==> config.mk <==
export PLATFORM = sky130hd
export DESIGN_NAME = timer_dev
export DESIGN_NICKNAME = d
export VERILOG_FILES = /design/src/rtl/timer_dev_pkg.sv /design/src/rtl/timer_dev.sv
export SDC_FILE = /design/constraint.sdc
export NUM_CORES = 1
export LEC_CHECK = 0
export CAP_MARGIN = 20
export CELL_PAD_IN_SITES_DETAIL_PLACEMENT = 2
export CELL_PAD_IN_SITES_GLOBAL_PLACEMENT = 2
export CORE_MARGIN = 2
export CORE_UTILIZATION = 30
export CTS_CLUSTER_SIZE = 28
export DETAILED_ROUTE_END_ITERATION = 12
export PLACE_DENSITY = 0.77
export SLEW_MARGIN = 20
export SYNTH_ARGS = -nofsm -noshare
export SYNTH_HDL_FRONTEND = slang
export SYNTH_SLANG_ARGS = --single-unit
export TNS_END_PERCENT = 1
==> constraint.sdc <==
create_clock -name clk -period 3.8 [get_ports clk]
set_input_delay 0.38 -clock clk [delete_from_list [all_inputs] [get_ports clk]]
set_output_delay 0.38 -clock clk [all_outputs]
set_load 0.01 [all_outputs]
==> src/rtl/timer_dev_pkg.sv <==
// rtl/timer_dev_pkg.sv - shared register map, ctrl bit layout, mode codes and FSM encoding for timer_dev
package timer_dev_pkg;

    localparam logic [1:0] ADDR_CTRL   = 2'd0;
    localparam logic [1:0] ADDR_PRESET = 2'd1;
    localparam logic [1:0] ADDR_COUNT  = 2'd2;

    localparam int CTRL_EN       = 0;
    localparam int CTRL_MODE_LSB = 1;
    localparam int CTRL_MODE_MSB = 2;
    localparam int CTRL_IM       = 3;

    localparam logic [1:0] MODE_ONESHOT = 2'd0;
    localparam logic [1:0] MODE_AUTO    = 2'd1;

    // Bridge-side base addresses, shared with software test generators.
    localparam logic [31:0] DEV0_BASE = 32'h0000_7F00;
    localparam logic [31:0] DEV1_BASE = 32'h0000_7F10;

    typedef enum logic [1:0] {
        ST_IDLE = 2'd0,
        ST_LOAD = 2'd1,
        ST_CNT  = 2'd2,
        ST_INT  = 2'd3
    } timer_state_e;

endpackage

==> src/rtl/timer_dev.sv <==
// rtl/timer_dev.sv - memory-mapped countdown timer with one-shot and auto-reload modes
module timer_dev
    import timer_dev_pkg::*;
#(
    parameter int CNT_W = 32
) (
    input  logic             clk,
    input  logic             reset_n,
    input  logic [1:0]       addr,
    input  logic             we,
    input  logic [CNT_W-1:0] din,
    output logic [CNT_W-1:0] dout,
    output logic             irq
);

    localparam logic [CNT_W-1:0] ONE = {{(CNT_W-1){1'b0}}, 1'b1};

    timer_state_e     state_q, state_d;
    logic [3:0]       ctrl_q, ctrl_d;
    logic [CNT_W-1:0] preset_q, preset_d;
    logic [CNT_W-1:0] count_q, count_d;
    logic             irq_flag_q, irq_flag_d;

    logic en;
    logic auto_mode;

    assign en        = ctrl_q[CTRL_EN];
    assign auto_mode = (ctrl_q[CTRL_MODE_MSB:CTRL_MODE_LSB] == MODE_AUTO);

    always_ff @(posedge clk) begin
        if (!reset_n) begin
            state_q    <= ST_IDLE;
            ctrl_q     <= 4'd0;
            preset_q   <= '0;
            count_q    <= '0;
            irq_flag_q <= 1'b0;
        end else begin
            state_q    <= state_d;
            ctrl_q     <= ctrl_d;
            preset_q   <= preset_d;
            count_q    <= count_d;
            irq_flag_q <= irq_flag_d;
        end
    end

    always_comb begin
        state_d    = state_q;
        ctrl_d     = ctrl_q;
        preset_d   = preset_q;
        count_d    = count_q;
        irq_flag_d = irq_flag_q;

        case (state_q)
            ST_IDLE: begin
                if (en) state_d = ST_LOAD;
            end
            ST_LOAD: begin
                count_d = preset_q;
                state_d = ST_CNT;
            end
            ST_CNT: begin
                if (!en) begin
                    state_d = ST_IDLE;
                end else if (count_q > ONE) begin
                    count_d = count_q - ONE;
                end else begin
                    count_d    = '0;
                    irq_flag_d = 1'b1;
                    state_d    = ST_INT;
                end
            end
            ST_INT: begin
                if (auto_mode) begin
                    irq_flag_d = 1'b0;
                    state_d    = en ? ST_LOAD : ST_IDLE;
                end else begin
                    ctrl_d[CTRL_EN] = 1'b0;
                    state_d         = ST_IDLE;
                end
            end
            default: state_d = ST_IDLE;
        endcase

        // Bus writes come last so they override FSM updates to ctrl and irq_flag.
        if (we && addr == ADDR_CTRL) begin
            ctrl_d     = din[3:0];
            irq_flag_d = 1'b0;
        end
        if (we && addr == ADDR_PRESET) begin
            preset_d   = din;
            irq_flag_d = 1'b0;
        end
    end

    always_comb begin
        case (addr)
            ADDR_CTRL:   dout = {{(CNT_W-4){1'b0}}, ctrl_q};
            ADDR_PRESET: dout = preset_q;
            ADDR_COUNT:  dout = count_q;
            default:     dout = '0;
        endcase
    end

    assign irq = irq_flag_q & ctrl_q[CTRL_IM];

endmodule
# Word-level counts from Yosys, hierarchy flattened
# Index checks and enable logic that the tools add are counted.
# totals
input_bits	37
output_inout_bits	33
ff_bits	71
# op_classes
n_eq_ne	12
order_cmp	1
muxes	17
bitwise	2
reduce_logical	12
add_sub_neg	1
# ops
operator	count
32-bit case mux with 3 select lines	1
32-bit 2-to-1 mux	2
32-bit case mux with 2 select lines	1
32-bit by 1-bit greater-than comparator with 1-bit output, second input constant	1
32-bit by 1-bit subtractor with 32-bit output, second input constant	1
1-bit 2-to-1 mux	8
2-bit != test, second input constant	4
2-bit case mux with 4 select lines	1
2-bit by 1-bit equality test with 1-bit output, second input constant	3
2-bit equality test, second input constant	3
2-bit 2-to-1 mux	3
2-bit AND reduction	3
2-bit nonzero test	3
2-bit zero test	2
4-bit AND reduction	1
3-bit != test, second input constant	1
3-bit OR reduction	1
1-bit logical AND	2
2-bit by 1-bit != test with 1-bit output, second input constant	1
1-bit case mux with 2 select lines	1
1-bit AND	1
1-bit NOT	1

# Depth between registers and ports, before layout
# logic_depth
ltp_word	4
depth_mapped	9
mapped_depth_nobuf	7

# Worst setup path before layout
# No wires, ideal clock.
# synth_path
path_kind	flip-flop to flip-flop
startpoint	register count_q[11]
endpoint	register count_q[26]
setup_ns	0.074
stages_incl_launch_ff	8
synth_period_minus_slack_ns	2.760
setup_slack_ns	1.040
arrival_time_ns	2.685
t_required_ns	3.726
path_cell_list	dfxtp_1 or4_1 buf_2 or4_1 buf_2 or4_1 or4_1 a31oi_1
# synth_via
elab_chain_len	4
word_cells_on_any_way	5
classes_between	add/sub: 1; order compare: 1; mux: 3
# synth_rtl
element	line	source
start: declaration	timer_dev.sv:21	logic [CNT_W-1:0] count_q, count_d;
start signal: assignment	timer_dev.sv:41	count_q <= count_d;
32-bit by 1-bit subtractor with 32-bit output / 32-bit by 1-bit greater-than comparator with 1-bit output (equally long branches)	timer_dev.sv:65, timer_dev.sv:64	
32-bit 2-to-1 mux (*)	timer_dev.sv:64	end else if (count_q > ONE) begin
32-bit 2-to-1 mux (*)	timer_dev.sv:62	if (!en) begin
32-bit case mux with 2 select lines (*)	timer_dev.sv:53	case (state_q)
# Every way passes the cells marked *; elsewhere a longest branch is shown, timed or not. The select of a mux whose other input is x is not followed.
# A chain may end at the register's enable or synchronous reset.

# Worst setup path after layout
# Same ends and word-level chain as after synthesis.

==> reports/qor.yml <==
floorplanning:
  die_y_um: 118.0
  core-area_sq_mm: 0.01267
  die_w_um: 118.0
  rows: 41
  io_pins: 70
  floorplan.initialDensity: 0.3079
  die_area_sq_mm: 0.01393
job:
  maxCapViolations: 0
setup_path:
  endpoint_kind: "flop"
  r2r-start: "count_q[11]"
  rr_worst_depth: 5
  startpoint: "count_q[11]"
  worstSetupPathType: "flop to flop"
  startpoint_type: "flop"
  ff2ff_setup_slack_ns: 0.79
  cp.required_ns: 4.07
  path_max_fanout: 8
  arrival_ns: 3.28
  r2r-end: "count_q[26]"
cts:
  cts_root_buf: "clkbuf_16"
  clk_latency_ns: 0.35
  numCtsBuffers: 9
  cts_hold_buf: 0
  cts_setup_buffers: 0
  cts_buffer_depth: 2
  cts_tree: "yes"
  cts_resized: 0
  clock-sinks: 71
  clkSlewWorstSetupHoldPaths_ns: 0.06
  htree_levels: 3
logic_synthesis:
  synth_warnings: 0
  synth_edf_count: 0
  seq_area_frac_synth: 0.3643
  postSynth.asyncResetShare: 0
  syn_nets: 553
  syn_inst: 514
  syn-cell-area_sq_mm: 0.003901
  ys_types: 56
  ys_ff_latch: 71
  syn_avg_cell_area_sq_um: 7.590
  synth_ff_type: "dfxtp_1"
routing:
  wl_um: 15590
  drt-initial-drc-count: 175
  first_pass_iters: 5
  dr_total_vias: 4252
  wl_per_cell_um: 21.16
  viasPerCell: 5.769
  drc: 0
  drtAntennaViolNets: 0
timing:
  rsz0062_at_grt: "no"
  max_freq_ghz: 0.3318
  tns_ns: 0
  hold_ws_ns: 0.4758
  slew_headroom: 0.3771
  fin_worst_skew_ns: 0.006092
  timing.final.setup_violations: 0
  finalMaxSlewViolations: 0
  period_needed_ns: 3.014
  tightest_slew_ns: 0.9258
  period_share: 0.7930
  hold_viol_final: 0
grt:
  grt_pass1_vias: 4536
  antenna_found_initial: 0
  grt_first_pass_wirelength_um: 25130
  grt_max_degree: 33
  grt_overflow: 0
  grt_usage: 0.2288
final_layout:
  drive_gt1_frac: 0.06372
  multi_input_area_sq_mm: 0.002280
  fin_nets: 601
  fillCellCount: 1443
  fin_area_sq_mm: 0.005011
  seq_area_sq_mm: 0.001421
  syn2layout_area_growth_pct: 28.45
  final_core_util: 0.3955
  antenna_cells: 0
place:
  hpwl_um: 10940
  routabilityCongestion: 0.8893
  io_buffers: 69
  placed_area_sq_mm: 0.004746
run_status:
  status: "completed"
pwr:
  power_uw: 1825
  leakagePower_uw: 0.001832
  ir_drop_mv: 0.2065
  powerDensity_mw_per_mm2: 364.1
min_path:
  hp-class: "flop to flop"
  hold_end: "preset_q[30]"
  min_from: "preset_q[30]"
  worstHoldPathCells: 2
how the worst max path moves through the flow:
stage	endpoint	slack (ns)	cells past startpoint
after global routing	count_q[26]	0.64	5
after floorplan	count_q[26]	1.04	7
after global placement	count_q[26]	0.93	5
after CTS	count_q[26]	0.81	5
after detailed placement	count_q[26]	0.83	5
final	count_q[26]	0.79	5
kinds of logic after synthesis:
kind of cell / share of synthesized area
multiplexers: 0.03143
AND/OR/NAND/NOR: 0.2489
buffers and inverters: 0.05260
AO/OA/AOI/OAI: 0.2874
XOR/XNOR: 0.008979
flip-flops: 0.3643
adder cells (fa/ha/maj): 0.006413
power by group:
part / total [uW] / switching (uW) / internal [uW]
Combinational: 253 / 147 / 106
Clock: 790 / 320 / 470
Sequential: 782 / 20.4 / 762
Yosys cell counts, drive strengths merged (6+ instances only):
| master | count | area share |
|---|---|---|
| nand2 | 105 | 0.10 |
| dfxtp | 71 | 0.36 |
| a21oi | 59 | 0.076 |
| clkbuf | 42 | 0.040 |
| a22o | 29 | 0.065 |
| nor2 | 24 | 0.023 |
| o21ai | 21 | 0.027 |
| nor4 | 14 | 0.022 |
| or4 | 14 | 0.027 |
| nor3 | 12 | 0.015 |
| mux2i | 10 | 0.026 |
| nand3 | 10 | 0.013 |
| a31oi | 6 | 0.0096 |
| inv | 6 | 0.0058 |
| nand2b | 6 | 0.0096 |
flip-flops by register name, indices dropped and copies added, names as in the netlist:
register,flops
count_q,32
irq_flag_q,1
preset_q,32
state_q,2
ctrl_q,4
cells in the final DEF (no fill, tap or decap), types with 3 or more instances in the layout:
cell	instances
nand2_1	105
dfxtp_1	71
clkdlybuf4s50_1	69
a21oi_1	59
a22o_1	29
nor2_1	24
o21ai_0	21
buf_4	15
or4_1	14
nor4_1	14
nor3_1	12
mux2i_1	10
nand3_1	10
clkbuf_16	9
inv_1	6
nand2b_1	6
a31oi_1	6
a32oi_1	5
a32o_1	5
a221oi_1	5
o31ai_1	4
o21a_1	4
o22ai_1	4
xor2_1	4
or3_1	3
area by class of cell:
| type | count | share of cell area |
|---|---|---|
| flip-flops and latches | 71 | 0.2836 |
| well taps | 172 | 0.04295 |
| multi-input cells | 389 | 0.4549 |
| inverters | 7 | 0.005243 |
| repair buffers | 84 | 0.1603 |
| clock inverters | 1 | 0.0009988 |
| clock buffers | 13 | 0.05194 |
layer usage:
layer	share of wire	global-route usage	wire length, um	vias to the layer above
met1	0.44	0.2876	6792	2133
met5	0	0	0	-
met2	0.49	0.3863	7660	114
met4	0.017	0.06928	261	0
li1	-	-	-	1984
met3	0.056	0.05572	877	21
per-stage QoR:
stage / setup WS, ns / instances
floorplan: 1.040 / 514
global placement: 0.9301 / 723
detailed placement: 0.8266 / 723
CTS: 0.8055 / 737
global route: 0.6394 / 737
finish: 0.7864 / 737
worst max-delay path: stages, from the launching register on:
cell and delay (ns):
dfxtp_1 0.36, or4_1 0.67, or4_1 0.70, or4_1 0.59, or4_1 0.41, a31oi_1 0.20
(Power assumes the default switching activity.)
